**src/rtl/pipeline_pkg.sv**
```systemverilog
// Types and constants shared by the pipeline stages.
package pipeline_pkg;

    typedef struct packed {
        logic [63:0] pc;
        logic [31:0] instr;
    } fetch_entry_t;

    localparam logic [31:0] INSTR_NOP        = 32'h0000_0013;
    localparam logic [63:0] DEFAULT_RESET_PC = 64'h0;

endpackage

```
**src/rtl/fetch_queue.sv**
```systemverilog
// Synchronous FIFO of fetched {pc, instr} entries; clear wins over push and pop.
module fetch_queue
    import pipeline_pkg::*;
#(
    parameter  int DEPTH = 4,
    localparam int AW    = $clog2(DEPTH),
    localparam int CW    = AW + 1
) (
    input  logic          clk,
    input  logic          reset,
    input  logic          clear,
    input  logic          push,
    input  fetch_entry_t  push_data,
    input  logic          pop,
    output fetch_entry_t  head,
    output logic [CW-1:0] count
);

    fetch_entry_t  mem [DEPTH];
    logic [AW-1:0] rd_ptr;
    logic [AW-1:0] wr_ptr;
    logic          do_push;
    logic          do_pop;

    // A push into a full queue is only legal when the head leaves in the same cycle.
    assign do_pop  = pop & (count != '0);
    assign do_push = push & ((count != CW'(DEPTH)) | do_pop);
    assign head    = mem[rd_ptr];

    always_ff @(posedge clk or negedge reset) begin
        if (!reset) begin
            rd_ptr <= '0;
            wr_ptr <= '0;
            count  <= '0;
        end else if (clear) begin
            rd_ptr <= '0;
            wr_ptr <= '0;
            count  <= '0;
        end else begin
            if (do_push) wr_ptr <= wr_ptr + 1'b1;
            if (do_pop)  rd_ptr <= rd_ptr + 1'b1;
            case ({do_push, do_pop})
                2'b10:   count <= count + 1'b1;
                2'b01:   count <= count - 1'b1;
                default: ;
            endcase
        end
    end

    always_ff @(posedge clk) begin
        if (do_push && !clear) mem[wr_ptr] <= push_data;
    end

endmodule

```
**src/rtl/pipeline_if_stage.sv**
```systemverilog
// Instruction-fetch stage: fetch PC, single-outstanding imem requests, fetch queue
// towards IDR, and EXB redirect handling with wrong-path response squashing.
module pipeline_if_stage
    import pipeline_pkg::*;
#(
    parameter logic [63:0] RESET_PC = DEFAULT_RESET_PC,
    parameter int          FQ_DEPTH = 4
) (
    input  logic        clk,
    input  logic        reset,
    input  logic        stall,
    input  logic        branch_taken_EXB,
    input  logic [63:0] branch_target_EXB,
    output logic        imem_req,
    output logic [63:0] imem_addr,
    input  logic        imem_gnt,
    input  logic        imem_rvalid,
    input  logic [31:0] imem_rdata,
    output logic        instr_valid_IF,
    output logic [63:0] pc_IF,
    output logic [31:0] instr_IF
);

    localparam int            CW       = $clog2(FQ_DEPTH) + 1;
    localparam logic [CW:0]   FQ_LIMIT = (CW + 1)'(FQ_DEPTH);

    logic [63:0]   fetch_pc;
    logic [63:0]   outst_pc;
    logic          outst;
    logic          stale;
    logic          live;
    logic          grant;
    logic          rsp;
    logic          push;
    logic          pop;
    logic [CW-1:0] count;
    logic [CW:0]   occupancy;
    fetch_entry_t  head;
    fetch_entry_t  push_entry;
    logic          unused_target_lsbs;

    // imem handshake: a request is accepted in any cycle with imem_req & imem_gnt;
    // each accepted request returns exactly one imem_rvalid in a later cycle.
    assign live      = outst & ~stale;
    assign rsp       = outst & imem_rvalid;
    assign occupancy = {1'b0, count} + {{CW{1'b0}}, live};

    // Space check counts the live in-flight response but not a same-cycle pop.
    assign imem_req  = reset & ~branch_taken_EXB & (~outst | imem_rvalid) &
                       (occupancy < FQ_LIMIT);
    assign imem_addr = fetch_pc;
    assign grant     = imem_req & imem_gnt;

    assign push       = rsp & ~stale & ~branch_taken_EXB;
    assign push_entry = '{pc: outst_pc, instr: imem_rdata};
    assign pop        = instr_valid_IF & ~stall;

    assign instr_valid_IF = (count != '0) & ~branch_taken_EXB;
    assign pc_IF          = instr_valid_IF ? head.pc    : 64'h0;
    assign instr_IF       = instr_valid_IF ? head.instr : 32'h0;

    assign unused_target_lsbs = ^branch_target_EXB[1:0];

    always_ff @(posedge clk or negedge reset) begin
        if (!reset) begin
            fetch_pc <= {RESET_PC[63:2], 2'b00};
            outst_pc <= 64'h0;
            outst    <= 1'b0;
            stale    <= 1'b0;
        end else if (branch_taken_EXB) begin
            fetch_pc <= {branch_target_EXB[63:2], 2'b00};
            // A wrong-path response still owed by memory must be swallowed later.
            if (outst && !imem_rvalid) begin
                stale <= 1'b1;
            end else begin
                outst <= 1'b0;
                stale <= 1'b0;
            end
        end else if (grant) begin
            outst    <= 1'b1;
            stale    <= 1'b0;
            outst_pc <= fetch_pc;
            fetch_pc <= fetch_pc + 64'd4;
        end else if (rsp) begin
            outst <= 1'b0;
            stale <= 1'b0;
        end
    end

    fetch_queue #(
        .DEPTH (FQ_DEPTH)
    ) u_fetch_queue (
        .clk       (clk),
        .reset     (reset),
        .clear     (branch_taken_EXB),
        .push      (push),
        .push_data (push_entry),
        .pop       (pop),
        .head      (head),
        .count     (count)
    );

endmodule

```
**config.mk**
```make
export PLATFORM = sky130hd
export DESIGN_NAME = pipeline_if_stage
export DESIGN_NICKNAME = d
export VERILOG_FILES = /design/src/rtl/pipeline_pkg.sv /design/src/rtl/fetch_queue.sv /design/src/rtl/pipeline_if_stage.sv
export SDC_FILE = /design/constraint.sdc
export NUM_CORES = 1
export LEC_CHECK = 0
export CAP_MARGIN = 10
export CELL_PAD_IN_SITES_DETAIL_PLACEMENT = 1
export CELL_PAD_IN_SITES_GLOBAL_PLACEMENT = 2
export CORE_ASPECT_RATIO = 0.75
export CORE_MARGIN = 4
export CORE_UTILIZATION = 43
export CTS_CLUSTER_DIAMETER = 100
export DETAILED_ROUTE_END_ITERATION = 8
export PLACE_DENSITY = 0.95
export SLEW_MARGIN = 20
export SYNTH_ARGS = -nofsm -noshare
export SYNTH_HDL_FRONTEND = slang
export SYNTH_HIERARCHICAL = 1
export SYNTH_SLANG_ARGS = --single-unit
```
**constraint.sdc**
```tcl
create_clock -name clk -period 7.8 [get_ports clk]
set_clock_uncertainty 0.15 [all_clocks]
set_input_delay 1.95 -clock clk [delete_from_list [all_inputs] [get_ports clk]]
set_output_delay 1.95 -clock clk [all_outputs]
set_load 0.01 [all_outputs]
```
== Yosys cells after proc, flatten, opt, wreduce, memory -nomap -nowiden ==
Memory sizes are Yosys's and may differ from the RTL's.
Cells that the tools add are included.

* Flip-flop bits (word level): 137
* Latch bits: 0
* Memory bits (writable): 384
* ROM bits: 0
* Bits of input ports: 102
* Output and inout bits: 162
* Word-level logic and storage cells: 68
* Memories: 1

* Add/subtract/negate cells: 6
* Multipliers: 0
* Divide/modulo/power cells: 0
* Magnitude comparators: 1
* Eq/ne operators: 4
* Shift-type cells: 0
* Muxes and demuxes: 19
* Bitwise operators: 18
* Reduce and logical (&&, ||, !) cells: 12

{| class="wikitable"
|+ Memory list
! memory !! depth !! width !! rd ports !! clocked after Yosys merged registers in !! write ports !! line !! source
|-
| u_fetch_queue.mem || 4 || 96 || 1 || 0 || 1 || fetch_queue.sv:19 || <nowiki>fetch_entry_t mem [DEPTH];</nowiki>
|}

{| class="wikitable"
|+ Operators with widths
! operator !! count
|-
| 2-to-1 mux 64 bit || 3
|-
| adder 64 x 3 -> 64 bit (second input constant) || 1
|-
| 2-to-1 mux 32 bit || 1
|-
| AND 1 bit || 12
|-
| 2-to-1 mux 1 bit || 9
|-
| nonzero test 3 bit || 3
|-
| 2-to-1 mux 2 bit || 4
|-
| one-hot mux 3 bit (2 select lines) || 1
|-
| nonzero test 2 bit || 3
|-
| adder 2 x 1 -> 2 bit (second input constant) || 2
|-
| adder 3 x 1 -> 4 bit || 1
|-
| less-than comparator 4 x 3 -> 1 bit (second input constant) || 1
|-
| NOT 1 bit || 4
|-
| AND reduction 2 bit || 2
|-
| adder 3 x 1 -> 3 bit (second input constant) || 1
|-
| 2-to-1 mux 3 bit || 1
|-
| inequality test 3 bit (second input constant) || 1
|-
| subtractor 3 x 1 -> 3 bit (second input constant) || 1
|-
| equality test 2 x 1 -> 1 bit (second input constant) || 1
|-
| equality test 2 bit (second input constant) || 1
|-
| logical AND 1 bit || 2
|-
| logical NOT 1 bit || 2
|-
| inequality test 2 bit (second input constant) || 1
|-
| bitwise OR 1 bit || 2
|}

== Longest topological paths before layout ==
* Word-level depth: 9
* Gate-level depth with buffers: 11
* Gate-level depth less buffers: 8

== By module ==
Netlist, hierarchy kept.

{| class="wikitable"
|+ Modules (own cells, without submodules)
! module !! times used !! cells an instance !! area each (µm²) !! sequential area each (µm²)
|-
| fetch_queue || 1 || 564 || 14372.5 || 11706.2
|-
| pipeline_if_stage || 1 || 859 || 7050.5 || 3153.0
|}

== Worst setup path before layout ==
Ideal clock, no wire load.

* Path type: input port to flip-flop
* Start: input branch_taken_EXB
* End: memory u_fetch_queue/mem[0][0] (netlist name), enable pin
* Setup time: 466 ps
* Arrival: 5479 ps
* Required time: 7184 ps
* Path slack: 1706 ps
* Cell stages on the path: 8
* Path buffers: 4
* Cell sequence: clkbuf_1 -> clkbuf_1 -> clkbuf_1 -> nor3_1 -> buf_2 -> nor4b_2 -> nor3_1 -> and2_1

* Word-level cells in the longest chain between the ends: 9
* Elaborated cells on any way between the ends: 11
* Those cells by class: mux: 2; bitwise: 7; reduce/logical: 2

{| class="wikitable"
|+ RTL lines
! what !! line !! source
|-
| from (decl) || pipeline_if_stage.sv:12 || <nowiki>input logic branch_taken_EXB,</nowiki>
|-
| NOT 1 bit (no source line) || - ||
|-
| AND 1 bit || pipeline_if_stage.sv:58 || <nowiki>assign instr_valid_IF = (count != '0) & ~branch_taken_EXB;</nowiki>
|-
| AND 1 bit || pipeline_if_stage.sv:56 || <nowiki>assign pop = instr_valid_IF & ~stall;</nowiki>
|-
| named net pop || pipeline_if_stage.sv:35 || <nowiki>logic pop;</nowiki>
|-
| AND 1 bit || fetch_queue.sv:26 || <nowiki>assign do_pop = pop & (count != '0);</nowiki>
|-
| bitwise OR 1 bit || fetch_queue.sv:27 || <nowiki>assign do_push = push & ((count != CW'(DEPTH)) | do_pop);</nowiki>
|-
| AND 1 bit || fetch_queue.sv:27 ||
|-
| logical AND 1 bit || fetch_queue.sv:51 || <nowiki>if (do_push && !clear) mem[wr_ptr] <= push_data;</nowiki>
|-
| 2-to-1 mux 1 bit || fetch_queue.sv:51 ||
|-
| 2-to-1 mux 1 bit (implied by the code) || fetch_queue.sv:51 ||
|-
| to (decl) || fetch_queue.sv:19 ||
|}

The timed path passes the listed nets, and every way through them passes these cells.

== Final worst setup path ==
* Start: input branch_taken_EXB
* End: output pc_IF[53]

* Word-level cells in the longest chain between the ends: 3

{| class="wikitable"
|+ RTL lines
! what !! line !! source
|-
| NOT 1 bit (no source line) || - ||
|-
| AND 1 bit || pipeline_if_stage.sv:58 ||
|-
| 2-to-1 mux 64 bit || pipeline_if_stage.sv:59 || <nowiki>assign pc_IF = instr_valid_IF ? head.pc : 64'h0;</nowiki>
|-
| to (decl) || pipeline_if_stage.sv:20 || <nowiki>output logic [63:0] pc_IF,</nowiki>
|}

No other way between the ends.

==> run_results.csv <==
group,metric,value,unit
setup_path,rr_startpoint,"u_fetch_queue/count[1]$_DFFE_PN0P_",
clock_network,numClockSinks,517,
floorplanning,core,49000,µm²
synthesis,synthesis.area,21400,µm²
sta,relSlewSlack,31.8,%
worst_hold_path,hold_class,"register to register",
final_layout,drive_above_1_share,13.0,%
detailed_routing,wl_per_cell,24.7,µm
final_layout,syn_to_final_growth,23.2,%
clock_network,cts_hold_buf,0,
global_routing,grt_pass1_vias,14500,
sta,final_max_slew_viol_count,0,
status,status,"completed",
global_routing,grt_overflow,0,
detailed_routing,drt_iter0_drc,1088,
sta,setup_violations,0,
global_routing,grt_busiest_layer,"met2",
power,peakVddDrop,0.000156,V
setup_path,slowest_stage,"clkdlybuf4s50_1",
clock_network,post_cts_resized,0,
detailed_routing,wl,58500,µm
power,seq_power_share,53.8,%
power,comb_power_share,6.2,%
detailed_routing,viasPerCell,5.67,
floorplanning,rows,70,
floorplanning,die_y,201,µm
clock_network,h-tree-depth,2,
detailed_routing,num_vias,13400,
synthesis,ys_seq_area_share,69.4,%
flow_run,drv_cap,0,
final_layout,final_common_cell,"edfxtp_1",
place,io_buffers,259,
global_routing,met2_usage,35.1,%
setup_path,critPathArrivalTime,3.50,ns
final_layout,final_nets,1786,
sta,fin_tns_setup,0,ns
power,switchingPower,1.42,mW
sta,period_minus_slack,5.60,ns
clock_network,clock_latency,0.60,ns
final_layout,fin_cells,2371,
place,place_congestion,0.798,
power,netSwitchingFraction,23.2,%
global_routing,grt_max_degree,94,
sta,worstMarginPinSlew,1.02,ns
synthesis,synth_flop_cell,"edfxtp_1",
power,power.internal,4.71,mW
synthesis,synthArstFlopShare,25.7,%
worst_hold_path,hold_start,"outst_pc[57]$_DFFE_PN0P_",
setup_path,path_cells,"buf_2 -> nor2_4 -> buf_4 -> and2_1 -> clkdlybuf4s50_1",
final_layout,fill_cells,4679,
power,p_clk_share,39.9,%
clock_network,path_clk_slew,0.06,ns
synthesis,synth-seq-cells,517,
clock_network,clock_path_buffers,3,
sta,fmax,0.179,GHz
power,cellLeakagePower,9.19,nW
sta,finalHoldViolations,0,
detailed_routing,post-route-drc-count,0,
setup_path,startpoint,"branch_taken_EXB",
floorplanning,start_util,43.8,%
setup_path,crit_path_max_incr_delay,0.57,ns
floorplanning,die_area,53500,µm²
global_routing,grt_pass1_wl,89800,µm
clock_network,cts_root_buf,"clkbuf_16",
clock_network,cts_tree,"built",
global_routing,grt_util_met3,4.11,%
setup_path,critPathRequiredTime,5.70,ns
setup_path,start_kind,"input port",
global_routing,antenna_found_initial,2,
setup_path,cp-end-kind,"output port",
detailed_routing,drtPass1Iterations,5,
place,place_inst,2272,
synthesis,synth_warnings,6,
global_routing,gr-usage-met1,30.4,%
synthesis,yosysUniqueCellTypes,60,
synthesis,syn-instance-count,1423,
detailed_routing,ant_nets,0,
setup_path,timing_worst_setup_path_type,"input port to output port",
clock_network,post-cts-setup-buffers,0,
floorplanning,die_x,266,µm
synthesis,avgSynthCellArea,15.1,µm²
power,power-per-cell-area,232,nW/µm²
global_routing,grt.total_usage,21.7,%
floorplanning,io_pins,264,
clock_network,cts_buffers,52,
place,hpwl,37400,µm
final_layout,final_cell_mix,"384 x edfxtp_1, 257 x clkdlybuf4s50_1, 245 x nand2_1",
final_layout,fin_util,53.9,%
setup_path,path_max_fanout,62,
sta,min_period_over_period,71.7,%
synthesis,synth_edf_count,384,
sta,rsz0062_at_grt,"no",
==> registers in the layout, summed over array words and instances (netlist names) <==
name	count
outst_pc	62
stale	1
u_fetch_queue/rd_ptr	2
u_fetch_queue/mem	384
u_fetch_queue/wr_ptr	2
imem_addr	62
outst	1
u_fetch_queue/count	3
==> stage by stage <==
step / hold WS [ns] / setup slack, ns / cell area, µm² / power, mW
6_report: 0.363 / 2.20 / 26400 / 6.13
5_1_grt: 0.392 / 2.06 / 26400 / 6.37
4_1_cts: 0.365 / 2.16 / 26400 / 6.20
3_5_place_dp: 0.350 / 2.09 / 24700 / 3.74
3_3_place_gp: 0.334 / 2.16 / 24700 / 3.70
2_1_floorplan: 0.318 / 1.71 / 21500 / 3.47
==> synth_stat cells, drive strengths merged (7+ instances only) <==
library cell	instances	share of area (%)
edfxtp	384	54
nand2	245	4.3
dfrtp	133	16
and2	105	3.1
mux4	96	10
nand3	59	1.4
buf	48	1.2
clkbuf	40	0.70
nor2	35	0.61
nand4	33	1.1
o21ai	28	0.65
o211ai	27	0.95
o311ai	26	1.1
or4	19	0.67
nor3	18	0.50
and3	15	0.44
a21oi	14	0.33
inv	14	0.25
a221o	9	0.42
nor4	9	0.36
a22oi	7	0.25
a31oi	7	0.20
or3	7	0.20
==> layout make-up <==
class / count / area [µm²] / area share [%]
Inverter: 14 / 52.6 / 0.199
Clock inverter: 21 / 194 / 0.735
Clock buffer: 77 / 1490 / 5.63
Antenna cell: 1 / 2.50 / 0.00948
Sequential cell: 517 / 14900 / 56.3
Multi-Input combinational cell: 813 / 6170 / 23.4
Timing Repair Buffer: 280 / 2810 / 10.6
Tap cell: 648 / 811 / 3.07
==> power by group through the flow <==
stage	logic, mW	clock network [mW]	registers [mW]
3_5_place_dp	0.384	0	3.36
4_1_cts	0.387	2.51	3.30
2_1_floorplan	0.162	0	3.31
5_1_grt	0.420	2.62	3.33
6_report	0.381	2.45	3.30
3_3_place_gp	0.366	0	3.33
==> layer usage <==
layer / share of wire [%] / vias up
met5: 0.021 / -
met4: 2.7 / 2
met3: 5.3 / 104
met2: 48 / 370
met1: 44 / 7032
li1: - / 5941
==> cell families (layout without fill, tap and decap cells) <==
logic type | after synthesis | after routing | share of synthesized area [%]
other | 1 | 11 | 0.0175
AO/OA/AOI/OAI | 138 | 138 | 4.63
adder cells (fa/ha/maj) | 6 | 6 | 0.385
buffers and inverters | 102 | 392 | 2.17
flip-flops | 517 | 517 | 69.4
multiplexers | 97 | 97 | 10.1
XOR/XNOR | 4 | 4 | 0.164
AND/OR/NAND/NOR | 558 | 558 | 13.1
==> worst max-delay path, delay by kind of cell <==
kind / cells / cell delay [ns]
buffers and inverters: 3 / 1.13
and+or+nand+nor: 2 / 0.41
==> final timing paths <==
check	endpoint	slack (ns)	cells after the start
max	pc_IF[53]	2.20	5
min	u_fetch_queue/mem[3][89]$_DFFE_PP_	0.36	0
max reg2reg	u_fetch_queue/mem[0][28]$_DFFE_PP_	4.05	6
min reg2reg	u_fetch_queue/mem[3][89]$_DFFE_PP_	0.36	0
max in group asynchronous	u_fetch_queue/rd_ptr[0]$_DFFE_PN0P_	5.24	2
min in group asynchronous	outst_pc[27]$_DFFE_PN0P_	1.08	1
(Power assumes the default switching activity.)
